File: src/rtl/mrt_pkg.sv
// Shared types for the minroot engine: multiplier command encoding and
// exponentiation sequencer states.
package mrt_pkg;

  localparam int MaxExpoBits = 254;
  localparam int MsbBits     = $clog2(MaxExpoBits);

  typedef enum logic {
    Sqr = 1'b0,
    Mul = 1'b1
  } op_e;

  typedef enum logic [1:0] {
    XOut = 2'd0,
    X1   = 2'd1,
    XTmp = 2'd2
  } x_vars_e;

  typedef struct packed {
    op_e     op;
    x_vars_e out;
    x_vars_e a;
    x_vars_e b;
  } mul_cmd_t;

  typedef enum logic [2:0] {
    StIdle = 3'd0,
    StScan = 3'd1,
    StSqr  = 3'd2,
    StMul  = 3'd3,
    StDone = 3'd4
  } seq_state_e;

  // Base and accumulator swap roles every iteration so no copy command is needed.
  function automatic x_vars_e base_var(input logic odd_iter);
    return odd_iter ? XTmp : X1;
  endfunction

  function automatic x_vars_e acc_var(input logic odd_iter);
    return odd_iter ? X1 : XTmp;
  endfunction

endpackage

File: src/rtl/mrt_expo_seq_msb_find.sv
// Priority encoder: index of the highest set bit of vec, plus an all-zero flag.
import mrt_pkg::*;

module mrt_msb_find #(
  parameter int Width   = 254,
  parameter int IdxBits = $clog2(Width)
) (
  input  logic [Width-1:0]   vec,
  output logic [IdxBits-1:0] idx,
  output logic               zero
);

  always_comb begin
    idx  = '0;
    zero = 1'b1;
    for (int i = 0; i < Width; i++) begin
      if (vec[i]) begin
        idx  = IdxBits'(i);
        zero = 1'b0;
      end
    end
  end

endmodule

File: src/rtl/mrt_expo_seq.sv
// Left-to-right square-and-multiply command sequencer for the modular
// multiplier, repeated over a runtime number of root iterations.
//
// state  | meaning
// IDLE   | waiting for start; rejects expo<2 or iters==0 with err_o
// SCAN   | registers the exponent msb index, primes bit_idx and first
// SQR    | issues Sqr for the current exponent bit
// MUL    | issues Mul when the current exponent bit is set
// DONE   | one-cycle done_o pulse, then back to IDLE
import mrt_pkg::*;

module mrt_expo_seq #(
  parameter int ExpoBits = 254,
  parameter int IterBits = 48,
  parameter int MsbBits  = $clog2(ExpoBits)
) (
  input  logic                clk_i,
  input  logic                rst_i,
  input  logic                start_i,
  input  logic [ExpoBits-1:0] expo_i,
  input  logic [IterBits-1:0] iters_i,
  output logic                busy_o,
  output logic                cmd_valid_o,
  input  logic                cmd_ready_i,
  output op_e                 cmd_op_o,
  output x_vars_e             cmd_out_o,
  output x_vars_e             cmd_a_o,
  output x_vars_e             cmd_b_o,
  output logic                cmd_last_o,
  output logic [IterBits-1:0] iter_o,
  output logic                done_o,
  output logic                err_o
);

  seq_state_e          state_q, state_d;
  logic [ExpoBits-1:0] expo_q, expo_d;
  logic [IterBits-1:0] iters_q, iters_d;
  logic [IterBits-1:0] iter_q, iter_d;
  logic [MsbBits-1:0]  msb_q, msb_d;
  logic [MsbBits-1:0]  bit_idx_q, bit_idx_d;
  logic                first_q, first_d;
  logic                err_q, err_d;

  logic [MsbBits-1:0]  msb_idx;
  logic                msb_zero;
  logic                hs;
  logic                cur_bit;
  logic                last_iter;
  logic                bit_end;
  logic                is_last;
  mul_cmd_t            cmd;
  x_vars_e             base_v;
  x_vars_e             acc_v;

  mrt_msb_find #(
    .Width  (ExpoBits),
    .IdxBits(MsbBits)
  ) u_msb_find (
    .vec (expo_q),
    .idx (msb_idx),
    .zero(msb_zero)
  );

  assign cur_bit   = expo_q[bit_idx_q];
  assign last_iter = (iter_q == iters_q - IterBits'(1));
  assign hs        = cmd_valid_o && cmd_ready_i;
  // A bit is finished by Sqr when its exponent bit is clear, otherwise by Mul.
  assign bit_end   = hs && ((state_q == StSqr && !cur_bit) || state_q == StMul);
  assign is_last   = last_iter && (bit_idx_q == '0) &&
                     ((state_q == StSqr && !cur_bit) || state_q == StMul);

  always_ff @(posedge clk_i) begin
    if (rst_i) begin
      state_q   <= StIdle;
      expo_q    <= '0;
      iters_q   <= '0;
      iter_q    <= '0;
      msb_q     <= '0;
      bit_idx_q <= '0;
      first_q   <= 1'b0;
      err_q     <= 1'b0;
    end else begin
      state_q   <= state_d;
      expo_q    <= expo_d;
      iters_q   <= iters_d;
      iter_q    <= iter_d;
      msb_q     <= msb_d;
      bit_idx_q <= bit_idx_d;
      first_q   <= first_d;
      err_q     <= err_d;
    end
  end

  always_comb begin
    state_d   = state_q;
    expo_d    = expo_q;
    iters_d   = iters_q;
    iter_d    = iter_q;
    msb_d     = msb_q;
    bit_idx_d = bit_idx_q;
    first_d   = first_q;
    err_d     = 1'b0;

    case (state_q)
      StIdle: begin
        if (start_i) begin
          expo_d  = expo_i;
          iters_d = iters_i;
          iter_d  = '0;
          if (expo_i[ExpoBits-1:1] == '0 || iters_i == '0) begin
            err_d = 1'b1;
          end else begin
            state_d = StScan;
          end
        end
      end
      StScan: begin
        msb_d     = msb_idx;
        bit_idx_d = msb_idx - MsbBits'(1);
        first_d   = 1'b1;
        state_d   = msb_zero ? StIdle : StSqr;
      end
      StSqr: begin
        if (hs) begin
          first_d = 1'b0;
          if (cur_bit) state_d = StMul;
        end
      end
      StMul: ;
      StDone: state_d = StIdle;
      default: state_d = StIdle;
    endcase

    if (bit_end) begin
      if (bit_idx_q != '0) begin
        bit_idx_d = bit_idx_q - MsbBits'(1);
        state_d   = StSqr;
      end else if (!last_iter) begin
        iter_d    = iter_q + IterBits'(1);
        bit_idx_d = msb_q - MsbBits'(1);
        first_d   = 1'b1;
        state_d   = StSqr;
      end else begin
        state_d = StDone;
      end
    end
  end

  assign base_v = base_var(iter_q[0]);
  assign acc_v  = acc_var(iter_q[0]);

  always_comb begin
    cmd.op      = Sqr;
    cmd.out     = XOut;
    cmd.a       = XOut;
    cmd.b       = XOut;
    cmd_valid_o = 1'b0;

    case (state_q)
      StSqr: begin
        cmd_valid_o = 1'b1;
        cmd.op      = Sqr;
        cmd.out     = acc_v;
        cmd.a       = first_q ? base_v : acc_v;
        cmd.b       = first_q ? base_v : acc_v;
      end
      StMul: begin
        cmd_valid_o = 1'b1;
        cmd.op      = Mul;
        cmd.out     = acc_v;
        cmd.a       = acc_v;
        cmd.b       = base_v;
      end
      default: ;
    endcase

    if (is_last) cmd.out = XOut;
  end

  assign cmd_op_o   = cmd.op;
  assign cmd_out_o  = cmd.out;
  assign cmd_a_o    = cmd.a;
  assign cmd_b_o    = cmd.b;
  assign cmd_last_o = is_last;
  assign iter_o     = iter_q;
  assign busy_o     = (state_q == StScan) || (state_q == StSqr) || (state_q == StMul);
  assign done_o     = (state_q == StDone);
  assign err_o      = err_q;

endmodule

File: config.mk
export PLATFORM = sky130hd
export DESIGN_NAME = mrt_expo_seq
export DESIGN_NICKNAME = d
export VERILOG_FILES = /design/src/rtl/mrt_pkg.sv /design/src/rtl/mrt_expo_seq_msb_find.sv /design/src/rtl/mrt_expo_seq.sv
export SDC_FILE = /design/constraint.sdc
export NUM_CORES = 1
export LEC_CHECK = 0
export ABC_AREA = 0
export CORE_UTILIZATION = 49
export DETAILED_ROUTE_END_ITERATION = 10
export GPL_TIMING_DRIVEN = 0
export PLACE_DENSITY = 0.77
export SLEW_MARGIN = 20
export SYNTH_ARGS = -nofsm -noshare
export SYNTH_HDL_FRONTEND = slang
export SYNTH_SLANG_ARGS = --single-unit
File: constraint.sdc
create_clock -name clk_i -period 4.7 [get_ports clk_i]
set_input_delay 1.175 -clock clk_i [delete_from_list [all_inputs] [get_ports clk_i]]
set_output_delay 1.175 -clock clk_i [all_outputs]
set_load 0.005 [all_outputs]
---- After elaboration in Yosys (flattened, before gate mapping) ----
Cells that the tools add are included.
word-level totals
  RAM bits ................................ 0
  memories kept ........................... 0
  latch bits .............................. 0
  flip-flop bits (word level) ............. 371
  ROM bits ................................ 0
  output and inout bits ................... 60
cells by class
  div/mod/pow operators ................... 0
  shift operators ......................... 0
  reductions and logical operators ........ 19
  mux-type cells .......................... 539
  equal/unequal tests ..................... 10
  bitwise gates (word level) .............. 2
  add/subtract/negate cells ............... 5
  multiply operators ...................... 0
  magnitude comparators ................... 1
operators with widths
  operator                                                                      count
  8-bit two-way mux                                                             130
  7-bit two-way mux                                                             64
  1-bit two-way mux                                                             262
  253-bit zero test                                                             1
  48-bit two-way mux                                                            5
  6-bit two-way mux                                                             32
  5-bit two-way mux                                                             16
  48-bit by 1-bit adder with 48-bit output, second input constant               1
  48-bit equality test                                                          1
  48-bit zero test                                                              1
  48-bit by 1-bit subtractor with 48-bit output, second input constant          1
  3-bit two-way mux                                                             11
  4-bit two-way mux                                                             8
  8-bit by 1-bit subtractor with 8-bit output, second input constant            3
  2-bit two-way mux                                                             7
  7-bit one-hot mux with 2 select lines                                         1
  3-bit inequality test, second input constant                                  4
  3-bit one-hot mux with 4 select lines                                         1
  8-bit by 9-bit less-than comparator with 1-bit output, second input constant  1
  1-bit binary-select mux with 8-bit select                                     1
  8-bit zero test                                                               1
  8-bit nonzero test                                                            1
  3-bit by 2-bit equality test with 1-bit output, second input constant         2
  1-bit logical AND                                                             5
  12 further kinds                                                              16

---- Longest topological paths before layout ----
Gate-level depths: netlist of the first run.
  depth after elaboration ................. 258
  mapped depth ............................ 16

---- By module ----
A second synthesis of the first run with hierarchy kept.
second synthesis, totals
  cell total of the unflattened synthesis .. 3030
  area total of the unflattened synthesis .. 22243.8 um2
by module, submodules not included
  module        area each (um2)  cells each  instances
  mrt_expo_seq  18970.7          2440        1
  mrt_msb_find  3273.1           590         1

---- Least setup slack after synthesis of the first run ----
No wires, ideal clock.
  path kind ............................... reg2out
  start ................................... register iters_q[14]
  end ..................................... output cmd_out_o[0]
  path slack .............................. -30 ps
  data required time ...................... 3525 ps
  data arrival time ....................... 3555 ps
  stages on the path, launching flop included .. 14
  buffers on the path ..................... 3
  cell sequence ........................... dfxtp_1 > buf_6 > or4_4 > or3_1 > buf_6 > or2_1 > clkbuf_1 > or4_1 > a211oi_1 > or4b_1 > nor3_1 > and3_1 > and2_1 > nor3b_1
between the ends
  word-level cells in the longest chain between the ends .. 5
ends and longest elaborated chain
  what                                           RTL line             text
  from (decl)                                    mrt_expo_seq.sv:37   logic [IterBits-1:0] iters_q, iters_d;
  from (signal assigned)                         mrt_expo_seq.sv:85   iters_q <= iters_d;
  48-bit by 1-bit subtractor with 48-bit output  mrt_expo_seq.sv:65   assign last_iter = (iter_q == iters_q - IterBits'(1));
  48-bit equality test                           mrt_expo_seq.sv:65
  1-bit logical AND (2 in a row)                 mrt_expo_seq.sv:69   assign is_last = last_iter && (bit_idx_q == '0) &&
  named net cmd_last_o                           mrt_expo_seq.sv:29   output logic cmd_last_o,
  2-bit two-way mux                              mrt_expo_seq.sv:177  if (is_last) cmd.out = XOut;
  to (decl)                                      mrt_expo_seq.sv:26   output x_vars_e cmd_out_o,
The timed path passes the listed nets, and every way through them passes these cells.

---- Worst setup path in the final report of the first run ----
  start ................................... register iters_q[25]
  end ..................................... output cmd_out_o[0]
between the ends
  word-level cells in the longest chain between the ends .. 5
ends and longest elaborated chain
  what                                           RTL line
  48-bit by 1-bit subtractor with 48-bit output  mrt_expo_seq.sv:65
  48-bit equality test                           mrt_expo_seq.sv:65
  1-bit logical AND (2 in a row)                 mrt_expo_seq.sv:69
  2-bit two-way mux                              mrt_expo_seq.sv:177
No other way between the ends.

==> impl_metrics.csv, run 1 <==
group,metric,value,unit
worst_setup_path,required,3520,ps
sta,setup-violations-final,50,
global_route,grt_pass1_wl,138,mm
status,violations,"negative setup slack",
min_path,hold_class,"reg -> reg",
finish,fillers,3960,
synth,avgSynthCellArea,7.49,um^2
floorplanning,rows,78,
power,ir_worst_vdd,0.326,mV
finish,drive_above_1_share,9.58,%
route,final_antenna_net_count,0,
worst_setup_path,cp_slowest_cell,"or4_4",
floorplanning,start_util,49.6,%
clock_network,cts-htree-levels,2,
finish,syn_to_final_growth,29.9,%
synth,yosysWarnings,0,
place,placed_cells,3968,
worst_setup_path,critPathMaxFanout,3,
sta,period_share,115,%
worst_setup_path,start_kind,"flop",
route,vias,26053,
floorplanning,io_pins,366,
synth,netlist_area,0.0225,mm^2
global_route,grt_pass1_vias,24372,
clock_network,cts_buffers,41,
synth,synth_largest_area_cell,"dfxtp_1",
global_route,grt_usage,37.9,%
clock_network,cts_root_buffer,"clkbuf_16",
sta,hold_violations,0,
worst_setup_path,path_buf_inv,1,
worst_setup_path,worstSetupEndpointType,"output pin",
synth,ys_async_sr_fraction,0,%
floorplanning,die_x,216,um
worst_setup_path,critPathTopFamily,"simple AND/OR/NAND/NOR gates",
sta,maxSlewHeadroom,23.7,%
clock_network,clk_pin_slew,70,ps
floorplanning,core,0.0454,mm^2
sta,fmaxAchievable,186,MHz
sta,rsz0062_at_grt,"true",
place,io_buffers,364,
sta,skew,19.2,ps
synth,ys_ff_latch,371,
route,drcViolationCount,0,
synth,syn_inst,3004,
synth,synth_cell_types,80,
route,wirelength,91.8,mm
sta,max_slew.worst_pin.slew,1130,ps
global_route,antenna_found_initial,1,
synth,yosys-top-cells-area,"dfxtp_1 33%, nand2_1 12%, a21oi_1 8.4%",
power,power,12.4,mW
global_route,overflow,0,
synth,synthTopCellsByCount,"696 x nand2_1, 378 x a21oi_1, 371 x dfxtp_1",
clock_network,clock_sinks,371,
global_route,grt_max_degree,15,
finish,fin_util,64.4,%
worst_setup_path,path_class,"reg -> out",
synth,netlist.area_leader.share,33.0,%
sta,slew_viol_final,0,
synth,ys.flop_type,"dfxtp_1",
worst_setup_path,arrival,4210,ps
synth,synth_nets,3315,
power,leakagePower,9.98,nW
sta,finalWorstSetupSlack,-690,ps
flow_run,cap_violations,0,
synth,yosysMostFrequentCell,"nand2_1",
worst_setup_path,critPathMaxStageDelay,560,ps
power,power_density,423,mW/mm^2
synth,synth_edf_count,0,
finish,finalNetCount,3765,
synth,yosysSeqAreaShare,33.0,%
place,pre_cts_slack,-1740,ps
sta,timing.hold.ws,483,ps
route,drt_iter0_markers,3060,
worst_setup_path,path_cells,"or4_4 -> or3_4 -> or2_4 -> or4_4 -> a211oi_4 -> or4b_4 -> nor3_4 -> and3_4 -> and2_4 -> nor3b_1 -> buf_2",
clock_network,clockBufferDepth,3,
finish,stdcell_count,4087,
status,status,"complete, but fails checks",
floorplanning,die_area,0.0468,mm^2
place,gp_congestion,0.979,
sta,min_period,5390,ps
clock_network,clock_latency,590,ps
worst_setup_path,cp_common_cell,"or4_4",
place,dpl.hpwl,71.1,mm
clock_network,cts_tree,"built",
floorplanning,die_h,216,um
finish,antennaDiodeCount,0,
route,viasPerCell,6.37,
route,firstDrtPassIters,5,
route,routedWlPerCell,22.5,um
cell families (layout without fill, tap and decap cells):
kind of cell | after synthesis | after routing | synth area share (%)
compound gates | 686 | 686 | 18.6
flops | 371 | 371 | 33.0
simple gates | 1519 | 1521 | 32.8
mux | 98 | 98 | 8.18
xor+xnor | 72 | 72 | 2.80
buf+inv | 253 | 734 | 4.41
fa+ha+maj | 5 | 5 | 0.278
cell usage in the layout (no fill, tap or decap), drive strengths merged, types with 18 or more instances in the layout:
master,netlist,layout
clkdlybuf4s50,0,361
xor2,25,25
xnor2,47,47
nor2,168,168
dfxtp,371,371
clkbuf,165,215
inv,70,73
nor3b,42,42
a21oi,378,378
mux2,28,28
mux4,63,63
a22oi,26,26
nor2b,29,29
o41ai,20,20
buf,18,70
o21ai,71,71
nand4,59,59
o31ai,18,18
nor3,111,111
nand2b,27,27
nand3,45,45
nor4,198,198
or3,34,34
or4,35,37
o211ai,18,18
nand2,697,697
routing by layer:
metal | track usage (%) | vias to the layer above | share of wire [%]
li1 | - | 11947 | -
met1 | 47.2 | 12436 | 39
met2 | 61.8 | 1374 | 46
met3 | 7.16 | 294 | 8.7
met4 | 21.0 | 2 | 6.0
met5 | 0 | - | 0.014
flip-flops by register name, indices dropped and copies added, names as in the netlist:
signal and flops:
bit_idx_q 8, iter_o 48, msb_q 8, first_q 1, state_q 3, iters_q 48, err_o 1, expo_q 254
worst paths after layout:
path,slack [ps],startpoint,cells after the start,end
worst max-delay path,-690,iters_q[25],11,cmd_out_o[0]
worst min register to register,480,iters_q[31],2,iters_q[31]
worst max register to register,-340,bit_idx_q[0],13,iter_o[37]
worst min-delay path,480,iters_q[31],2,iters_q[31]
final cells by class:
cell class                 instances  area (um^2)  area share (%)
buffer                           173          748            2.56
inverter                          70          263           0.899
multi-input combinational       2382        14600            49.8
clock inverter                    18          190           0.650
tap                              600          751            2.57
timing repair buffer             415         4060            13.9
sequential                       371         7440            25.4
clock buffer                      58         1230            4.22
per-stage QoR:
stage | instance area (um^2) | TNS, ps
after detailed placement | 26900 | -38730
after global routing | 29200 | -16680
after global placement | 26900 | -57820
final | 29200 | -10460
after floorplan | 22500 | 0
after CTS | 29000 | -15460
power by group:
group / switching, mW / total [mW] / internal, mW
clock: 1.43 / 3.44 / 2.01
sequential: 0.484 / 3.95 / 3.47
combinational: 2.96 / 4.97 / 2.01
total: 4.88 / 12.4 / 7.49
worst min-delay path, cell delays in order, from the launching register on:
cell and delay (ps):
dfxtp_1 330, nand2_1 60, a21oi_1 50
timing repair:
action	in CTS	in global routing
hold buffers	0	0
resized for setup	104	51
pin swaps	21	7
gates cloned	3	1
setup endpoints to repair	63	55
buffers inserted	39	14
Power figures use the tool's default switching activity.
==> inputs of run 2 (changes only) <==
Settings changed: ABC_CLOCK_PERIOD_IN_PS from default to 4700, CTS_CLUSTER_DIAMETER from default to 30, GPL_TIMING_DRIVEN 0 to default.
==> impl_metrics.csv, run 2 (synthesis gave the netlist of run 1 again) <==
group,metric,value,unit
global_route,overflow,0,
worst_setup_path,path_class,"reg -> out",
status,violations,"negative setup slack",
power,leakagePower,11.4,nW
place,io_buffers,365,
place,gp_congestion,1.03,
power,p_int,9.79,mW
sta,min_period,5400,ps
finish,final_common_cell,"nand2_1",
worst_setup_path,ff2ff_path_depth,26,
route,drcViolationCount,0,
global_route,grt_usage,36.3,%
sta,rsz0062_at_grt,"true",
clock_network,clock_latency,630,ps
global_route,busiest_layer,"met2",
sta,slew_viol_final,0,
global_route,grt_pass1_vias,24768,
finish,multi_input_area,0.0143,mm^2
global_route,grt_pass1_wl,135,mm
finish,largest_register,"expo_q",
sta,hold_violations,0,
finish,fin_util,69.3,%
clock_network,cts-htree-levels,3,
min_path,hold_class,"reg -> reg",
power,pwr-share-comb,34.1,%
worst_setup_path,cp_common_cell,"or4_4",
global_route,antenna_found_initial,1,
clock_network,cts_root_buffer,"clkbuf_16",
clock_network,clockBufferDepth,3,
sta,fmaxAchievable,185,MHz
floorplanning,die_x,216,um
floorplanning,io_pins,366,
worst_setup_path,cp_slowest_cell,"or4_4",
route,routedWlPerCell,20.9,um
finish,regArea,0.00743,mm^2
floorplanning,die_area,0.0468,mm^2
sta,skew,20.5,ps
power,ir_worst_vdd,0.272,mV
global_route,grtUsageMet1,44.5,%
floorplanning,die_h,216,um
power,clkPwrFrac,39.9,%
finish,finalNetCount,3823,
sta,maxSlewHeadroom,29.0,%
worst_setup_path,path_cells,"or4_4 -> buf_4 -> nor4_4 -> nand2_2 -> or4_4 -> a211oi_2 -> or4b_4 -> nor3_4 -> and3_4 -> and2_4 -> nor3b_1 -> buf_2",
route,vias,26026,
worst_setup_path,critPathMaxFanout,6,
power,pwr-share-seq,26.0,%
clock_network,clock_sinks,371,
global_route,grt_max_degree,120,
finish,fillers,3677,
worst_setup_path,critPathTopFamily,"simple AND/OR/NAND/NOR gates",
worst_setup_path,start_kind,"flop",
finish,syn_to_final_growth,39.6,%
worst_setup_path,crit_cells,12,
power,p_sw,5.37,mW
flow_run,cap_violations,0,
sta,max_slew.worst_pin.slew,1040,ps
worst_setup_path,arrival,4220,ps
worst_setup_path,worstSetupEndpointType,"output pin",
finish,mostFrequentLayoutCells,"695 x nand2_1, 378 x a21oi_1, 367 x dfxtp_1",
floorplanning,rows,78,
sta,finalWorstSetupSlack,-695,ps
sta,period_share,115,%
min_path,hold-path-cell-count,2,
finish,drive_above_1_share,15.4,%
finish,largest_register_ffs,254,
power,p_sw_share,35.4,%
route,drt_iter0_markers,3162,
route,wirelength,87.6,mm
clock_network,cts_buffers,86,
clock_network,cts_tree,"built",
global_route,use_met3,5.59,%
route,final_antenna_net_count,0,
floorplanning,start_util,49.6,%
sta,setup-violations-final,4,
worst_setup_path,required,3520,ps
clock_network,postCtsHoldBufs,0,
floorplanning,core,0.0454,mm^2
route,firstDrtPassIters,6,
place,dpl.hpwl,65.4,mm
status,status,"complete, but fails checks",
worst_setup_path,path_buf_inv,2,
route,viasPerCell,6.22,
power,power_density,482,mW/mm^2
clock_network,clk_pin_slew,50,ps
global_route,gr-usage-met2,60.3,%
worst_setup_path,critPathMaxStageDelay,590,ps
sta,timing.hold.ws,470,ps
## run 2: stage by stage
step	total power [mW]	cells	instance area [um^2]	setup TNS, ps	setup slack [ps]
floorplan	6.83	3004	22500	0	2.58
global placement	8.69	4000	28000	-1720	-576
detailed placement	8.78	4000	28000	-2030	-683
CTS	15.0	4180	31200	-1880	-664
global route	15.8	4187	31400	-2450	-776
finish	15.2	4187	31400	-2120	-695
## run 2: worst min-delay path, delay by kind of cell (launching register included)
kind | cells | cell delay [ps]
AO/OA/AOI/OAI | 1 | 50
flip-flops | 1 | 310
AND/OR/NAND/NOR | 1 | 60
## run 2: power by group through the flow
| stage | registers [mW] | clock network [mW] | logic (mW) |
|---|---|---|---|
| 2_1_floorplan | 3.82 | 0 | 3.01 |
| 3_3_place_gp | 3.95 | 0 | 4.74 |
| 3_5_place_dp | 3.97 | 0 | 4.80 |
| 4_1_cts | 3.92 | 6.09 | 4.98 |
| 5_1_grt | 3.98 | 6.26 | 5.54 |
| 6_report | 3.94 | 6.05 | 5.16 |
## run 2: final timing paths
check | startpoint | slack (ps) | to
min reg2reg | expo_q[0] | 470 | expo_q[0]
min | expo_q[0] | 470 | expo_q[0]
max | iters_q[6] | -700 | cmd_out_o[0]
max reg2reg | iters_q[6] | -160 | iter_o[18]
## run 2: cell type report
cell class                      instances  share of cell area, %
Antenna cell                            1                0.00796
Clock buffer                          102                   7.33
Clock inverter                         60                   2.16
Inverter                               70                  0.836
Multi-Input combinational cell       2380                   45.6
Sequential cell                       371                   23.7
Tap cell                              600                   2.39
Timing Repair Buffer                  603                   18.0
## run 2: routing by layer
layer	wire (um)	share of wire, %	vias to the layer above
li1	-	-	12098
met5	0	0	-
met1	34300	39	12330
met3	6880	7.9	264
met4	4940	5.6	0
met2	41400	47	1334
## run 2: timing repair
action | 4_1_cts | 5_1_grt
resized for setup | 37 | 24
buffers inserted | 18 | 5
cloned | 0 | 1
setup endpoints to repair | 3 | 35
pin swaps | 15 | 16
